===== config.mk =====
export PLATFORM = sky130hd
export DESIGN_NAME = dmem_port_arbiter
export DESIGN_NICKNAME = d
export VERILOG_FILES = /design/src/rtl/dmem_arb_pkg.sv /design/src/rtl/dmem_port_arbiter_sat_counter.sv /design/src/rtl/dmem_port_arbiter.sv
export SDC_FILE = /design/constraint.sdc
export NUM_CORES = 1
export LEC_CHECK = 0
export ABC_AREA = 1
export ABC_CLOCK_PERIOD_IN_PS = 1820
export CAP_MARGIN = 40
export CORE_AREA = 2 2 99 101
export CTS_CLUSTER_DIAMETER = 100
export CTS_CLUSTER_SIZE = 28
export DETAILED_ROUTE_END_ITERATION = 8
export DIE_AREA = 0 0 101 103
export DONT_BUFFER_PORTS = 1
export HOLD_SLACK_MARGIN = 0.02
export PLACE_DENSITY = 0.3
export SKIP_CTS_REPAIR_TIMING = 1
export SLEW_MARGIN = 20
export SYNTH_ARGS = -nofsm -noshare
export SYNTH_HDL_FRONTEND = slang
export SYNTH_SLANG_ARGS = --single-unit
export TNS_END_PERCENT = 20

===== constraint.sdc =====
create_clock -name CLK -period 1.82 [get_ports CLK]
set_clock_uncertainty 0.05 [all_clocks]
set_input_delay 0.091 -clock CLK [delete_from_list [all_inputs] [get_ports CLK]]
set_output_delay 0.091 -clock CLK [all_outputs]
set_load 0.02 [all_outputs]

===== src/rtl/dmem_arb_pkg.sv =====
// dmem_arb_pkg: types and constants shared by the D-memory port arbiter.
//   owner_t      - who holds (or last held) the SRAM port
//   MAX_WAIT_DEF - default starvation bound / locked-burst length for port B
//   cnt_w()      - width of a counter that must hold 0..max
package dmem_arb_pkg;

  typedef enum logic [1:0] {
    OWN_NONE = 2'd0,
    OWN_A    = 2'd1,
    OWN_B    = 2'd2
  } owner_t;

  localparam int MAX_WAIT_DEF = 4;

  function automatic int cnt_w(input int max_val);
    return $clog2(max_val + 1);
  endfunction

endpackage


===== src/rtl/dmem_port_arbiter_sat_counter.sv =====
// sat_counter: up-counter that saturates at MAX.
//   CLK  - clock
//   RSTn - synchronous active-low reset (count -> 0)
//   clr  - synchronous clear, wins over inc
//   inc  - increment by one, holds at MAX
//   cnt  - current count
module sat_counter #(
  parameter int MAX = 4,
  parameter int W   = 3
) (
  input  logic         CLK,
  input  logic         RSTn,
  input  logic         inc,
  input  logic         clr,
  output logic [W-1:0] cnt
);

  always_ff @(posedge CLK) begin
    if (!RSTn)                      cnt <= '0;
    else if (clr)                   cnt <= '0;
    else if (inc && cnt < W'(MAX))  cnt <= cnt + W'(1);
  end

endmodule


===== src/rtl/dmem_port_arbiter.sv =====
// dmem_port_arbiter: shares the single-port data SRAM between port A (CPU
// load/store, fixed priority) and port B (debug/loader). B is guaranteed a
// grant after MAX_WAIT denied cycles and may hold the port for up to MAX_WAIT
// consecutive beats with B_LOCK. Read data comes back one cycle after grant.
//   CLK, RSTn                    - clock, synchronous active-low reset
//   {A,B}_REQ/WEN/BE/ADDR/DI     - requests (WEN: 1 = read, 0 = write)
//   B_LOCK                       - B asks to keep the port for the next beat
//   {A,B}_GNT                    - combinational grant
//   {A,B}_RVALID/RDATA           - registered read response (RDATA 0 unless valid)
//   MEM_CSN/WEN/BE/ADDR/DOUT     - SRAM control/write side (CSN, WEN active-low)
//   MEM_DI                       - SRAM read data (valid the cycle after a read)
module dmem_port_arbiter
  import dmem_arb_pkg::*;
#(
  parameter int AWIDTH   = 12,
  parameter int DWIDTH   = 32,
  parameter int MAX_WAIT = MAX_WAIT_DEF
) (
  input  logic              CLK,
  input  logic              RSTn,
  input  logic              A_REQ,
  input  logic              A_WEN,
  input  logic [3:0]        A_BE,
  input  logic [AWIDTH-1:0] A_ADDR,
  input  logic [DWIDTH-1:0] A_DI,
  input  logic              B_REQ,
  input  logic              B_WEN,
  input  logic [3:0]        B_BE,
  input  logic [AWIDTH-1:0] B_ADDR,
  input  logic [DWIDTH-1:0] B_DI,
  input  logic              B_LOCK,
  output logic              A_GNT,
  output logic              B_GNT,
  output logic              A_RVALID,
  output logic              B_RVALID,
  output logic [DWIDTH-1:0] A_RDATA,
  output logic [DWIDTH-1:0] B_RDATA,
  output logic              MEM_CSN,
  output logic              MEM_WEN,
  output logic [3:0]        MEM_BE,
  output logic [AWIDTH-1:0] MEM_ADDR,
  output logic [DWIDTH-1:0] MEM_DOUT,
  input  logic [DWIDTH-1:0] MEM_DI
);

  localparam int            CW   = cnt_w(MAX_WAIT);
  localparam logic [CW-1:0] CMAX = CW'(MAX_WAIT);

  owner_t        gnt_owner, last_owner, rd_owner;
  logic [CW-1:0] wait_b, burst_b;
  logic          wait_inc, wait_clr;

  // Grant priority: starvation rescue, then B's locked burst, then A, then B.
  always_comb begin
    gnt_owner = OWN_NONE;
    if (!RSTn)                                                     gnt_owner = OWN_NONE;
    else if (B_REQ && wait_b == CMAX)                              gnt_owner = OWN_B;
    else if (B_REQ && B_LOCK && last_owner == OWN_B && burst_b < CMAX) gnt_owner = OWN_B;
    else if (A_REQ)                                                gnt_owner = OWN_A;
    else if (B_REQ)                                                gnt_owner = OWN_B;
  end

  assign A_GNT = (gnt_owner == OWN_A);
  assign B_GNT = (gnt_owner == OWN_B);

  // SRAM side is parked (deselected, all zeros) whenever nobody is granted.
  always_comb begin
    MEM_CSN  = 1'b1;
    MEM_WEN  = 1'b1;
    MEM_BE   = '0;
    MEM_ADDR = '0;
    MEM_DOUT = '0;
    unique case (gnt_owner)
      OWN_A: begin
        MEM_CSN  = 1'b0;
        MEM_WEN  = A_WEN;
        MEM_BE   = A_BE;
        MEM_ADDR = A_ADDR;
        MEM_DOUT = A_DI;
      end
      OWN_B: begin
        MEM_CSN  = 1'b0;
        MEM_WEN  = B_WEN;
        MEM_BE   = B_BE;
        MEM_ADDR = B_ADDR;
        MEM_DOUT = B_DI;
      end
      default: ;
    endcase
  end

  // rd_owner tags whose read is on MEM_DI this cycle; writes get no response.
  always_ff @(posedge CLK) begin
    if (!RSTn) begin
      last_owner <= OWN_NONE;
      rd_owner   <= OWN_NONE;
    end else begin
      last_owner <= gnt_owner;
      if (A_GNT && A_WEN)      rd_owner <= OWN_A;
      else if (B_GNT && B_WEN) rd_owner <= OWN_B;
      else                     rd_owner <= OWN_NONE;
    end
  end

  assign A_RVALID = (rd_owner == OWN_A);
  assign B_RVALID = (rd_owner == OWN_B);
  assign A_RDATA  = A_RVALID ? MEM_DI : '0;
  assign B_RDATA  = B_RVALID ? MEM_DI : '0;

  // wait_b: cycles B has been requesting without a grant.
  assign wait_inc = B_REQ & ~B_GNT;
  assign wait_clr = B_GNT | ~B_REQ;

  sat_counter #(.MAX(MAX_WAIT), .W(CW)) u_wait_b (
    .CLK  (CLK),
    .RSTn (RSTn),
    .inc  (wait_inc),
    .clr  (wait_clr),
    .cnt  (wait_b)
  );

  // burst_b: consecutive B grants; any cycle without a B grant ends the run.
  sat_counter #(.MAX(MAX_WAIT), .W(CW)) u_burst_b (
    .CLK  (CLK),
    .RSTn (RSTn),
    .inc  (B_GNT),
    .clr  (~B_GNT),
    .cnt  (burst_b)
  );

endmodule


# Word-level counts from Yosys, hierarchy flattened
# Index checks and enable logic that the tools add are counted.
[word_totals] input_bits=135 elab_cells=46 regBits=10
[op_classes] n_mux=14 magnitude_cmp=2 n_addsub=2 n_reduce_logical=12 bitwise=5 n_eq_ne=6
[ops] op="$mux W32" count=2
[ops] op="$pmux W32 S2" count=1
[ops] op="$pmux W12 S2" count=1
[ops] op="$mux W2" count=6
[ops] op="$logic_and A1 B1 Y1" count=8
[ops] op="$pmux W4 S2" count=1
[ops] op="$add A3 B1 Y3 const B" count=2
[ops] op="$eq A2 B2 Y1 const B" count=3
[ops] op="$lt A3 B3 Y1 const B" count=2
[ops] op="$reduce_or A2 Y1" count=3
[ops] op="$eq A2 B1 Y1 const B" count=2
[ops] op="$eq A3 B3 Y1 const B" count=1
[ops] op="$not A1 Y1" count=3
[ops] op="$mux W1" count=2
[ops] op="$pmux W1 S2" count=1
[ops] op="$reduce_and A2 Y1" count=1
[ops] op="$and A1 B1 Y1" count=1
[ops] op="$or A1 B1 Y1" count=1

# Depth between registers and ports, before layout
# Gate-level depths: netlist of the first run.
[logic_depth] ltp_word=10 ltp_mapped=12

# Hierarchy
# From an unflattened synthesis of the first run, not the netlist that was laid out.
[hier_totals] hier_cells=347 area_unflattened_um2=1642.8
[modules_own_cells] module="dmem_port_arbiter" area_per_inst_um2=1355.0 n_inst=1 cells_per_inst=305
[modules_own_cells] module="sat_counter" area_per_inst_um2=143.9 n_inst=2 cells_per_inst=21

# Worst setup path before layout of the first run
# OpenSTA, ideal clock, no wires.
[synth_timing] kind="reg-to-output" from="reg u_wait_b.cnt[0]" to="out MEM_ADDR[0]" slack_ns=-0.382 n_path_buf=2 path_stages_with_launch=11 arrival_time_ns=2.061 path_cell_list="dfxtp_1 > inv_1 > ha_1 > nand3_1 > nand3_1 > nor2_1 > inv_2 > ha_1 > buf_2 > buf_2 > a21oi_1"
[synth_via] elab_chain_cells=6 word_cells_on_any_way=7 cone_classes="eq/ne: 3; mux: 3; reduce/logical: 1"
[synth_rtl] item="start: declaration" line_no="dmem_port_arbiter_sat_counter.sv:15" text="output logic [W-1:0] cnt"
[synth_rtl] item="start signal: assignment" line_no="dmem_port_arbiter_sat_counter.sv:21" text="else if (inc && cnt < W'(MAX)) cnt <= cnt + W'(1);"
[synth_rtl] item="$eq A3 B3 Y1 (*)" line_no="dmem_port_arbiter.sv:57" text="else if (B_REQ && wait_b == CMAX) gnt_owner = OWN_B;"
[synth_rtl] item="$logic_and A1 B1 Y1 (*)" line_no="dmem_port_arbiter.sv:57"
[synth_rtl] item="$mux W2 (*)" line_no="dmem_port_arbiter.sv:57"
[synth_rtl] item="$mux W2 (*)" line_no="dmem_port_arbiter.sv:56" text="if (!RSTn) gnt_owner = OWN_NONE;"
[synth_rtl] item="net gnt_owner[0]" line_no="dmem_port_arbiter.sv:49" text="owner_t gnt_owner, last_owner, rd_owner;"
[synth_rtl] item="$eq A2 B2 Y1 or $eq A2 B1 Y1 (tied branches)" line_no="dmem_port_arbiter.sv:73" text="unique case (gnt_owner)"
[synth_rtl] item="$pmux W12 S2 (*)" line_no="dmem_port_arbiter.sv:73"
[synth_rtl] item="end: declaration" line_no="dmem_port_arbiter.sv:41" text="output logic [AWIDTH-1:0] MEM_ADDR,"
# The timed path passes the listed nets; every way through them passes the cells marked *.

# Worst setup path in the final report of the first run
[layout_timing] from="reg u_wait_b.cnt[0]" to="out MEM_DOUT[19]"
[layout_via] elab_chain_cells=6 word_cells_on_any_way=7 cone_classes="eq/ne: 3; mux: 3; reduce/logical: 1"
[layout_rtl] item="$eq A3 B3 Y1 (*)" line_no="dmem_port_arbiter.sv:57"
[layout_rtl] item="$logic_and A1 B1 Y1 (*)" line_no="dmem_port_arbiter.sv:57"
[layout_rtl] item="$mux W2 (*)" line_no="dmem_port_arbiter.sv:57"
[layout_rtl] item="$mux W2 (*)" line_no="dmem_port_arbiter.sv:56"
[layout_rtl] item="$eq A2 B2 Y1 or $eq A2 B1 Y1 (tied branches)" line_no="dmem_port_arbiter.sv:73"
[layout_rtl] item="$pmux W32 S2 (*)" line_no="dmem_port_arbiter.sv:73"
[layout_rtl] item="end: declaration" line_no="dmem_port_arbiter.sv:42" text="output logic [DWIDTH-1:0] MEM_DOUT,"
# Every way passes the cells marked *; elsewhere a longest branch is shown, timed or not.

==> results of run 1 <==
## path summary, 6_finish.rpt
check / endpoint / from / slack, ns
setup / recovery: MEM_DOUT[19] / u_wait_b.cnt[0]$_SDFFE_PP0P_ / -0.29
hold / removal: rd_owner[0]$_SDFF_PN0_ / RSTn / 0.01
setup reg to reg: rd_owner[0]$_SDFF_PN0_ / u_wait_b.cnt[0]$_SDFFE_PP0P_ / 0.12
hold reg to reg: u_wait_b.cnt[0]$_SDFFE_PP0P_ / u_wait_b.cnt[0]$_SDFFE_PP0P_ / 0.43
## sequential cells by signal, indices dropped and copies added, names as in the netlist
name,count
rd_owner,2
u_wait_b.cnt,3
u_burst_b.cnt,3
last_owner,2
## cell usage in the layout (no fill, tap or decap), types with 6 or more instances in the layout
cell type	count
nand2_4	8
buf_4	46
dfxtp_1	8
inv_2	6
nand2_1	95
buf_12	8
nor2_1	76
inv_1	39
buf_6	11
a21oi_4	43
## worst register-to-register path, delay by kind of cell (launching register included)
family	cells	cell delay, ns
adders and majority gates	2	0.43
DFF	1	0.34
buffers and inverters	3	0.34
and+or+nand+nor	4	0.29
AOI/OAI and AO/OA	1	0.19
## per-stage QoR
| stage | setup slack [ns] | power [W] | cells | util | TNS [ns] |
|---|---|---|---|---|---|
| after detailed placement | -0.0807 | 0.000763 | 488 | 0.290 | -2.39 |
| after global placement | -0.0642 | 0.000762 | 488 | 0.290 | -1.41 |
| after global routing | -0.391 | 0.00118 | 502 | 0.333 | -18.03 |
| after floorplan | 0.00664 | 0.000637 | 330 | - | 0 |
| final | -0.288 | 0.00112 | 502 | 0.333 | -12.27 |
| after CTS | -0.345 | 0.00105 | 492 | 0.296 | -15.53 |
## metal layers
| layer | vias to the layer above | part of all wire |
|---|---|---|
| met2 | 139 | 0.52 |
| met5 | - | 0.0016 |
| li1 | 1106 | - |
| met1 | 1009 | 0.38 |
| met3 | 6 | 0.092 |
| met4 | 2 | 0.0062 |
## cell type report
class                      count  share of cell area
inverter                      45              0.0536
timing repair buffer          75               0.257
sequential                    10              0.0644
clock buffer                   4              0.0175
multi-input combinational    254               0.562
tap                          114              0.0453
## power by group
part	switching [W]	internal, W
clock network	0.0000890	0.000190
registers	0.00000300	0.000225
logic	0.000377	0.000233
## cells by family (layout without fill, tap and decap cells)
family,after synthesis,in the layout,share of synthesized area
DFF,10,10,0.127
and+or+nand+nor,195,195,0.471
adders and majority gates,6,6,0.0477
AOI/OAI and AO/OA,52,52,0.165
buffers and inverters,66,124,0.183
xor gates and xnor gates,1,1,0.00556
==> flow_metrics.py, run 1 <==
metrics = {
    "status": {
        "status": "finished, violations left",
        "violations": "setup timing",
    },
    "job": {
        "max_cap_violations": 0,
    },
    "floorplan": {
        "rows": 36,
        "core_region_area_um2": 9460,
        "die_area_um2": 10400,
        "die_y_um": 103,
        "die_w_um": 101,
        "ios": 253,
        "initial_utilization": 0.167,
    },
    "detailed_routing": {
        "via_count": 2262,
        "drt_iter0_drc": 25,
        "avgRoutedWirePerCell_um": 15.8,
        "drt_wl_total_um": 7950,
        "drc_errors": 0,
        "firstDrtPassIters": 4,
        "final_antenna_net_count": 0,
        "avgViaCountPerCell": 4.51,
    },
    "synth": {
        "synth_edf_count": 0,
        "netlist.area_leader.share": 0.257,
        "asyncSetResetFlopFracSynth": 0,
        "seq_area_frac_synth": 0.127,
        "syn_inst": 330,
        "synth_top_area_cell": "nand2_1",
        "syn_avg_cell_area_um2": 4.77,
        "netlist_area_um2": 1580,
        "synth_warnings": 0,
        "synth.most_common_cell": "nand2_1",
        "syn-num-nets": 471,
        "synthFlopType": "dfxtp_1",
        "synthTopCellsByArea": "nand2_1, nor2_1, a21oi_1",
        "ys_ff_latch": 10,
        "synth.distinct_cells": 16,
        "synth_commonest_cells": "nand2_1, nor2_1, a21oi_1",
    },
    "clocking": {
        "tritoncts": "yes",
        "worstSkewPairLatency_ns": 0.23,
        "cts_root_buf": "clkbuf_8",
        "cts.htree.levels": 1,
        "clockBufferDepth": 2,
        "cts_made_buffers": 3,
        "clkTransAtPathRegs_ns": 0.05,
        "numClockSinks": 10,
    },
    "sta": {
        "hold_viol_final": 0,
        "tightest_slew_ns": 0.517,
        "fin_ws_ns": -0.288,
        "slew_violations": 0,
        "fmax_mhz": 474,
        "finalCritPeriodShare": 1.16,
        "rsz0062_at_grt": "yes",
        "fin_crit_ns": 2.11,
        "holdWs_ns": 0.00978,
        "setup_viol": 52,
        "relSlewSlack": 0.655,
    },
    "grt": {
        "antenna_found_initial": 1,
        "use_met2": 0.224,
        "grt_pass1_vias": 1845,
        "grt_util_met1": 0.127,
        "overflow": 0,
        "grt_max_degree": 34,
        "grt_pass1_wl_um": 9540,
        "use_met3": 0.0292,
        "grt_use_total": 0.114,
        "top_usage_layer": "met2",
    },
    "worst_setup_path": {
        "cp.required_ns": 1.68,
        "cp-start-kind": "register",
        "cp_top_family": "compound AO/OA/AOI/OAI gates",
        "worst-path-buf-inv": 2,
        "worst-r2r-cell-count": 10,
        "crit_cells": 9,
        "endpoint_kind": "output port",
        "path_max_fanout": 8,
        "crit_slowest_cell": "dfxtp_2",
        "crit_path_cell_trace": "inv_2 > ha_4 > nand3_4 > nand2_4 > o21ai_2 > ha_4 > clkbuf_16 > nand2_1 > a21oi_4",
        "worst-endpoint-arrival_ns": 1.97,
        "cp_common_cell": "ha_4",
        "max_stage_delay_ns": 0.34,
        "worstSetupPathType": "register to output port",
    },
    "finish": {
        "stdcell_area_um2": 3150,
        "antenna_cells": 0,
        "regArea_um2": 203,
        "drive_gt1_frac": 0.402,
        "nFillCells": 1027,
        "multi_input_area_um2": 1770,
        "area_growth_pct": 99.9,
        "finalNetCount": 530,
    },
    "power": {
        "ir_drop_uv": 238,
        "power_density_nw_per_um2": 355,
        "p_leak_nw": 1.30,
    },
    "placed_design": {
        "port_buffers": 0,
        "dpl.hpwl_um": 6150,
        "gp_congestion": 0.707,
        "place_area_um2": 2740,
    },
    "min_path": {
        "hold_class": "primary input to register",
        "holdPathStages": 2,
    },
}
Power figures use the tool's default switching activity.
==> inputs of run 2 (changes only) <==
Settings changed: ABC_AREA 1 to 0, CORE_AREA 2 2 99 101 to 2 2 97 99, DIE_AREA 0 0 101 103 to 0 0 99 101, PLACE_DENSITY 0.3 to 0.31.
==> flow_metrics.py, run 2 <==
metrics = {
    "detailed_routing": {
        "firstDrtPassIters": 4,
        "via_count": 1869,
        "drt_iter0_drc": 29,
        "avgViaCountPerCell": 5.11,
        "final_antenna_net_count": 0,
        "avgRoutedWirePerCell_um": 19.4,
        "drc_errors": 0,
        "drt_wl_total_um": 7100,
    },
    "sta": {
        "fmax_mhz": 484,
        "relSlewSlack": 0.648,
        "tightest_slew_ns": 0.527,
        "setup_viol": 51,
        "fin_ws_ns": -0.248,
        "rsz0062_at_grt": "yes",
        "slew_violations": 0,
        "finalCritPeriodShare": 1.14,
        "hold_viol_final": 1,
        "fin_crit_ns": 2.07,
        "holdWs_ns": -0.0383,
    },
    "grt": {
        "antenna_found_initial": 1,
        "overflow": 0,
        "grt_max_degree": 36,
        "grt_pass1_wl_um": 8090,
        "grt_use_total": 0.103,
        "grt_pass1_vias": 1474,
    },
    "clocking": {
        "cts_root_buf": "clkbuf_8",
        "numClockSinks": 10,
        "clkTransAtPathRegs_ns": 0.05,
        "tritoncts": "yes",
        "worstSkewPairLatency_ns": 0.24,
        "clockBufferDepth": 2,
        "cts_made_buffers": 3,
        "cts.htree.levels": 1,
    },
    "finish": {
        "reg_top3": "u_burst_b.cnt (3), u_wait_b.cnt (3)",
        "layout_commonest_cell": "and2_1",
        "antenna_cells": 0,
        "final_util": 0.294,
        "drive_gt1_frac": 0.502,
        "final_cell_mix": "and2_1, nor2_2, a22oi_1",
        "multi_input_area_um2": 1660,
        "nFillCells": 930,
        "regArea_um2": 204,
        "finalNetCount": 397,
        "area_growth_pct": 64.9,
    },
    "floorplan": {
        "rows": 35,
        "initial_utilization": 0.178,
        "die_y_um": 101,
        "die_area_um2": 10000,
        "ios": 253,
        "core_region_area_um2": 8980,
        "die_w_um": 99,
    },
    "synth": {
        "synth.distinct_cells": 26,
        "netlist.area_leader.share": 0.251,
        "syn-num-nets": 372,
        "ys_ff_latch": 10,
        "synth_top_area_cell": "and2_1",
        "synth.most_common_cell": "and2_1",
        "asyncSetResetFlopFracSynth": 0,
        "synth_edf_count": 0,
        "syn_avg_cell_area_um2": 6.92,
        "netlist_area_um2": 1600,
        "synth_commonest_cells": "and2_1, nor2_1, a22oi_1",
        "syn_inst": 231,
        "synthTopCellsByArea": "and2_1, a22oi_1, nor2_1",
        "seq_area_frac_synth": 0.125,
        "synthFlopType": "dfxtp_1",
        "synth_warnings": 0,
    },
    "worst_setup_path": {
        "worst-endpoint-arrival_ns": 1.93,
        "path_max_fanout": 8,
        "worstSetupPathType": "register to output port",
        "cp-start-kind": "register",
        "endpoint_kind": "output port",
        "cp.required_ns": 1.68,
    },
    "placed_design": {
        "gp_congestion": 0.714,
        "dpl.hpwl_um": 5310,
        "port_buffers": 0,
    },
    "power": {
        "power_density_nw_per_um2": 446,
        "p_leak_nw": 0.909,
        "power_w": 0.00118,
        "ir_drop_uv": 334,
    },
    "job": {
        "max_cap_violations": 0,
    },
    "min_path": {
        "hold_class": "primary input to register",
    },
    "status": {
        "status": "finished, violations left",
        "violations": "hold timing, setup timing",
    },
}
## run 2: logic make-up after synthesis
family	share of synthesized area
and+or+nand+nor	0.439
DFF	0.125
AOI/OAI and AO/OA	0.266
muxes	0.0125
xor gates and xnor gates	0.0110
buffers and inverters	0.0995
adders and majority gates	0.0470
## run 2: report_power, final
part | total (W) | switching (W) | internal (W)
registers | 0.000231 | 0.00000409 | 0.000227
logic | 0.000660 | 0.000386 | 0.000274
clock network | 0.000285 | 0.0000941 | 0.000191
total | 0.00118 | 0.000484 | 0.000692
## run 2: final cells by class
type / count / share of cell area
multi-input combinational: 196 / 0.630
timing repair buffer: 43 / 0.216
tap: 111 / 0.0527
clock buffer: 4 / 0.0209
sequential: 10 / 0.0774
inverter: 2 / 0.00285
## run 2: stage by stage
stage	hold slack, ns	setup slack, ns	instances	TNS (ns)	area [µm²]
detailed placement	0.138	-0.00833	344	-0.0245	2170
CTS	-0.114	-0.282	348	-12.23	2230
global route	-0.0454	-0.295	366	-12.93	2640
global placement	0.140	0.00231	344	0	2170
floorplan	0.133	-0.0204	231	-0.0679	1940
finish	-0.0383	-0.248	366	-9.24	2640
## run 2: path summary, 6_finish.rpt
path / from / cells after the start / to / slack (ns)
worst max-delay path: last_owner[0]$_SDFF_PN0_ / 5 / MEM_WEN / -0.25
worst min-delay path: A_REQ / 1 / last_owner[0]$_SDFF_PN0_ / -0.04
worst max register to register: last_owner[0]$_SDFF_PN0_ / 6 / rd_owner[0]$_SDFF_PN0_ / 0.10
worst min register to register: u_burst_b.cnt[1]$_SDFFE_PN0P_ / 2 / u_burst_b.cnt[1]$_SDFFE_PN0P_ / 0.45
## run 2: critical path, stage by stage, from the launching register on
cell and delay, ns:
dfxtp_1 0.29, nand4bb_4 0.29, a41o_1 0.31, ha_4 0.23, buf_4 0.15, a221o_1 0.40
## run 2: metal layers
metal	wire length [µm]	vias to the layer above	global-route usage
met4	44	2	0.0126
met1	2570	881	0.107
li1	-	849	-
met2	3750	131	0.202
met5	17	-	0
met3	718	6	0.0368
==> inputs of run 3 (changes only) <==
Settings changed: BUFFER_PORTS_ARGS from default to -buffer_cell sky130_fd_sc_hd__buf_2, DONT_BUFFER_PORTS 1 to default, PLACE_DENSITY 0.31 to 0.56.
==> flow_metrics.py, run 3 (synthesis results as in run 2) <==
metrics = {
    "min_path": {
        "hold_class": "primary input to register",
        "min_from": "A_WEN",
        "holdPathStages": 2,
        "min_to": "rd_owner[1]$_SDFF_PP0_",
    },
    "status": {
        "violations": "setup timing",
        "status": "finished, violations left",
    },
    "grt": {
        "grt_use_total": 0.137,
        "grt_pass1_wl_um": 11300,
        "grt_max_degree": 39,
        "antenna_found_initial": 0,
        "overflow": 0,
        "grt_pass1_vias": 2255,
    },
    "sta": {
        "finalCritPeriodShare": 1.17,
        "fin_crit_ns": 2.12,
        "rsz0062_at_grt": "yes",
        "tightest_slew_ns": 0.536,
        "hold_viol_final": 0,
        "finalSetupTns_ns": -10.92,
        "slew_violations": 0,
        "setup_viol": 52,
        "relSlewSlack": 0.642,
        "fin_ws_ns": -0.302,
        "fmax_mhz": 471,
    },
    "detailed_routing": {
        "drc_errors": 0,
        "final_antenna_net_count": 0,
        "drt_wl_total_um": 9080,
        "firstDrtPassIters": 4,
        "drt_iter0_drc": 37,
        "avgRoutedWirePerCell_um": 15.2,
        "via_count": 2657,
        "avgViaCountPerCell": 4.45,
    },
    "placed_design": {
        "dp_cells": 584,
        "port_buffers": 252,
        "dpl.hpwl_um": 6900,
        "gp_congestion": 0.797,
        "place_area_um2": 3310,
        "place_ws_ns": -0.0254,
    },
    "floorplan": {
        "die_w_um": 99,
        "die_y_um": 101,
        "initial_utilization": 0.178,
        "die_area_um2": 10000,
        "rows": 35,
        "core_region_area_um2": 8980,
        "ios": 253,
    },
    "worst_setup_path": {
        "reg2reg_to": "u_wait_b.cnt[1]$_SDFFE_PP0P_",
        "crit_path_cell_trace": "nand4bb_4 > a41o_1 > ha_4 > clkbuf_16 > a22oi_1 > nor2_2 > buf_4",
        "max_stage_delay_ns": 0.31,
        "crit_slowest_cell": "dfxtp_2",
        "endpoint_kind": "output port",
        "worst-r2r-cell-count": 7,
        "cp-start-kind": "register",
        "ff2ff_setup_slack_ns": 0.36,
        "path_max_fanout": 16,
        "worstSetupPathType": "register to output port",
        "worst-endpoint-arrival_ns": 1.98,
        "cp.required_ns": 1.68,
        "timing.rr.start": "u_wait_b.cnt[0]$_SDFFE_PP0P_",
    },
    "clocking": {
        "cts.htree.levels": 1,
        "clkTransAtPathRegs_ns": 0.05,
        "clockBufferDepth": 2,
        "tritoncts": "yes",
        "cts_root_buf": "clkbuf_8",
        "worstSkewPairLatency_ns": 0.23,
        "numClockSinks": 10,
        "cts_made_buffers": 3,
    },
    "finish": {
        "reg_top3": "u_burst_b.cnt (3), u_wait_b.cnt (3)",
        "drive_gt1_frac": 0.772,
        "final_cell_mix": "buf_2, and2_1, nor2_2",
        "finalNetCount": 628,
        "instances_no_fill": 597,
        "antenna_cells": 0,
        "area_growth_pct": 141,
        "layout_commonest_cell": "buf_2",
        "stdcell_area_um2": 3850,
    },
    "power": {
        "ir_drop_uv": 247,
        "power_density_nw_per_um2": 360,
        "p_leak_nw": 1.97,
    },
    "job": {
        "max_cap_violations": 0,
    },
}
## run 3: cell count changes in the layout (fill, tap and decap cells not counted), moves of 3 or more
cell	before	now
a22oi_1	26	14
a22oi_2	22	34
buf_12	8	5
buf_2	0	220
buf_4	15	20
buf_6	9	22
dlygate4sd3_1	4	0
nor2_2	28	38
nor2_4	20	10
## run 3: worst max path at each step
stage | to | depth (start not counted) | start
3_3_place_gp | MEM_ADDR[9] | 7 | u_burst_b.cnt[2]$_SDFFE_PN0P_
4_1_cts | MEM_DOUT[6] | 9 | u_wait_b.cnt[0]$_SDFFE_PP0P_
2_1_floorplan | MEM_ADDR[9] | 9 | u_wait_b.cnt[0]$_SDFFE_PP0P_
5_1_grt | MEM_DOUT[11] | 7 | u_burst_b.cnt[2]$_SDFFE_PN0P_
6_report | MEM_DOUT[11] | 7 | u_burst_b.cnt[2]$_SDFFE_PN0P_
3_5_place_dp | MEM_DOUT[6] | 7 | u_burst_b.cnt[2]$_SDFFE_PN0P_
## run 3: metal layers
layer / global-route usage / vias up / share of wire
met1: 0.161 / 1210 / 0.37
met3: 0.0264 / 2 / 0.080
met5: 0 / - / 0
li1: - / 1310 / -
met4: 0.00632 / 0 / 0.00088
met2: 0.269 / 135 / 0.55
## run 3: worst max-delay path: cells and delay by family, from the launching register on
kind | cells | cell delay, ns
AO/OA/AOI/OAI | 2 | 0.52
adder cells (fa/ha/maj) | 1 | 0.22
buffers and inverters | 2 | 0.35
flip-flops | 1 | 0.31
AND/OR/NAND/NOR | 2 | 0.34
## run 3: final cells by class
type	instances	area, µm²
fillers	889	5130
repair buffers	274	1760
multi-input cells	196	1680
flip-flops and latches	10	204
well taps	111	139
clock buffers	4	55.1
inverters	2	7.51
## run 3: per-stage QoR
| stage | hold WS, ns | power, W | utilization |
|---|---|---|---|
| 2_1_floorplan | 0.133 | 0.000676 | - |
| 3_3_place_gp | 0.268 | 0.000956 | 0.368 |
| 3_5_place_dp | 0.271 | 0.000964 | 0.368 |
| 4_1_cts | 0.0276 | 0.00124 | 0.374 |
| 5_1_grt | 0.0358 | 0.00146 | 0.429 |
| 6_report | 0.0239 | 0.00138 | 0.429 |
## run 3: power by group
part           switching, W  internal, W  total (W)
logic              0.000464     0.000416   0.000880
registers        0.00000404     0.000227   0.000231
clock network     0.0000833     0.000190   0.000273
total              0.000552     0.000833    0.00138
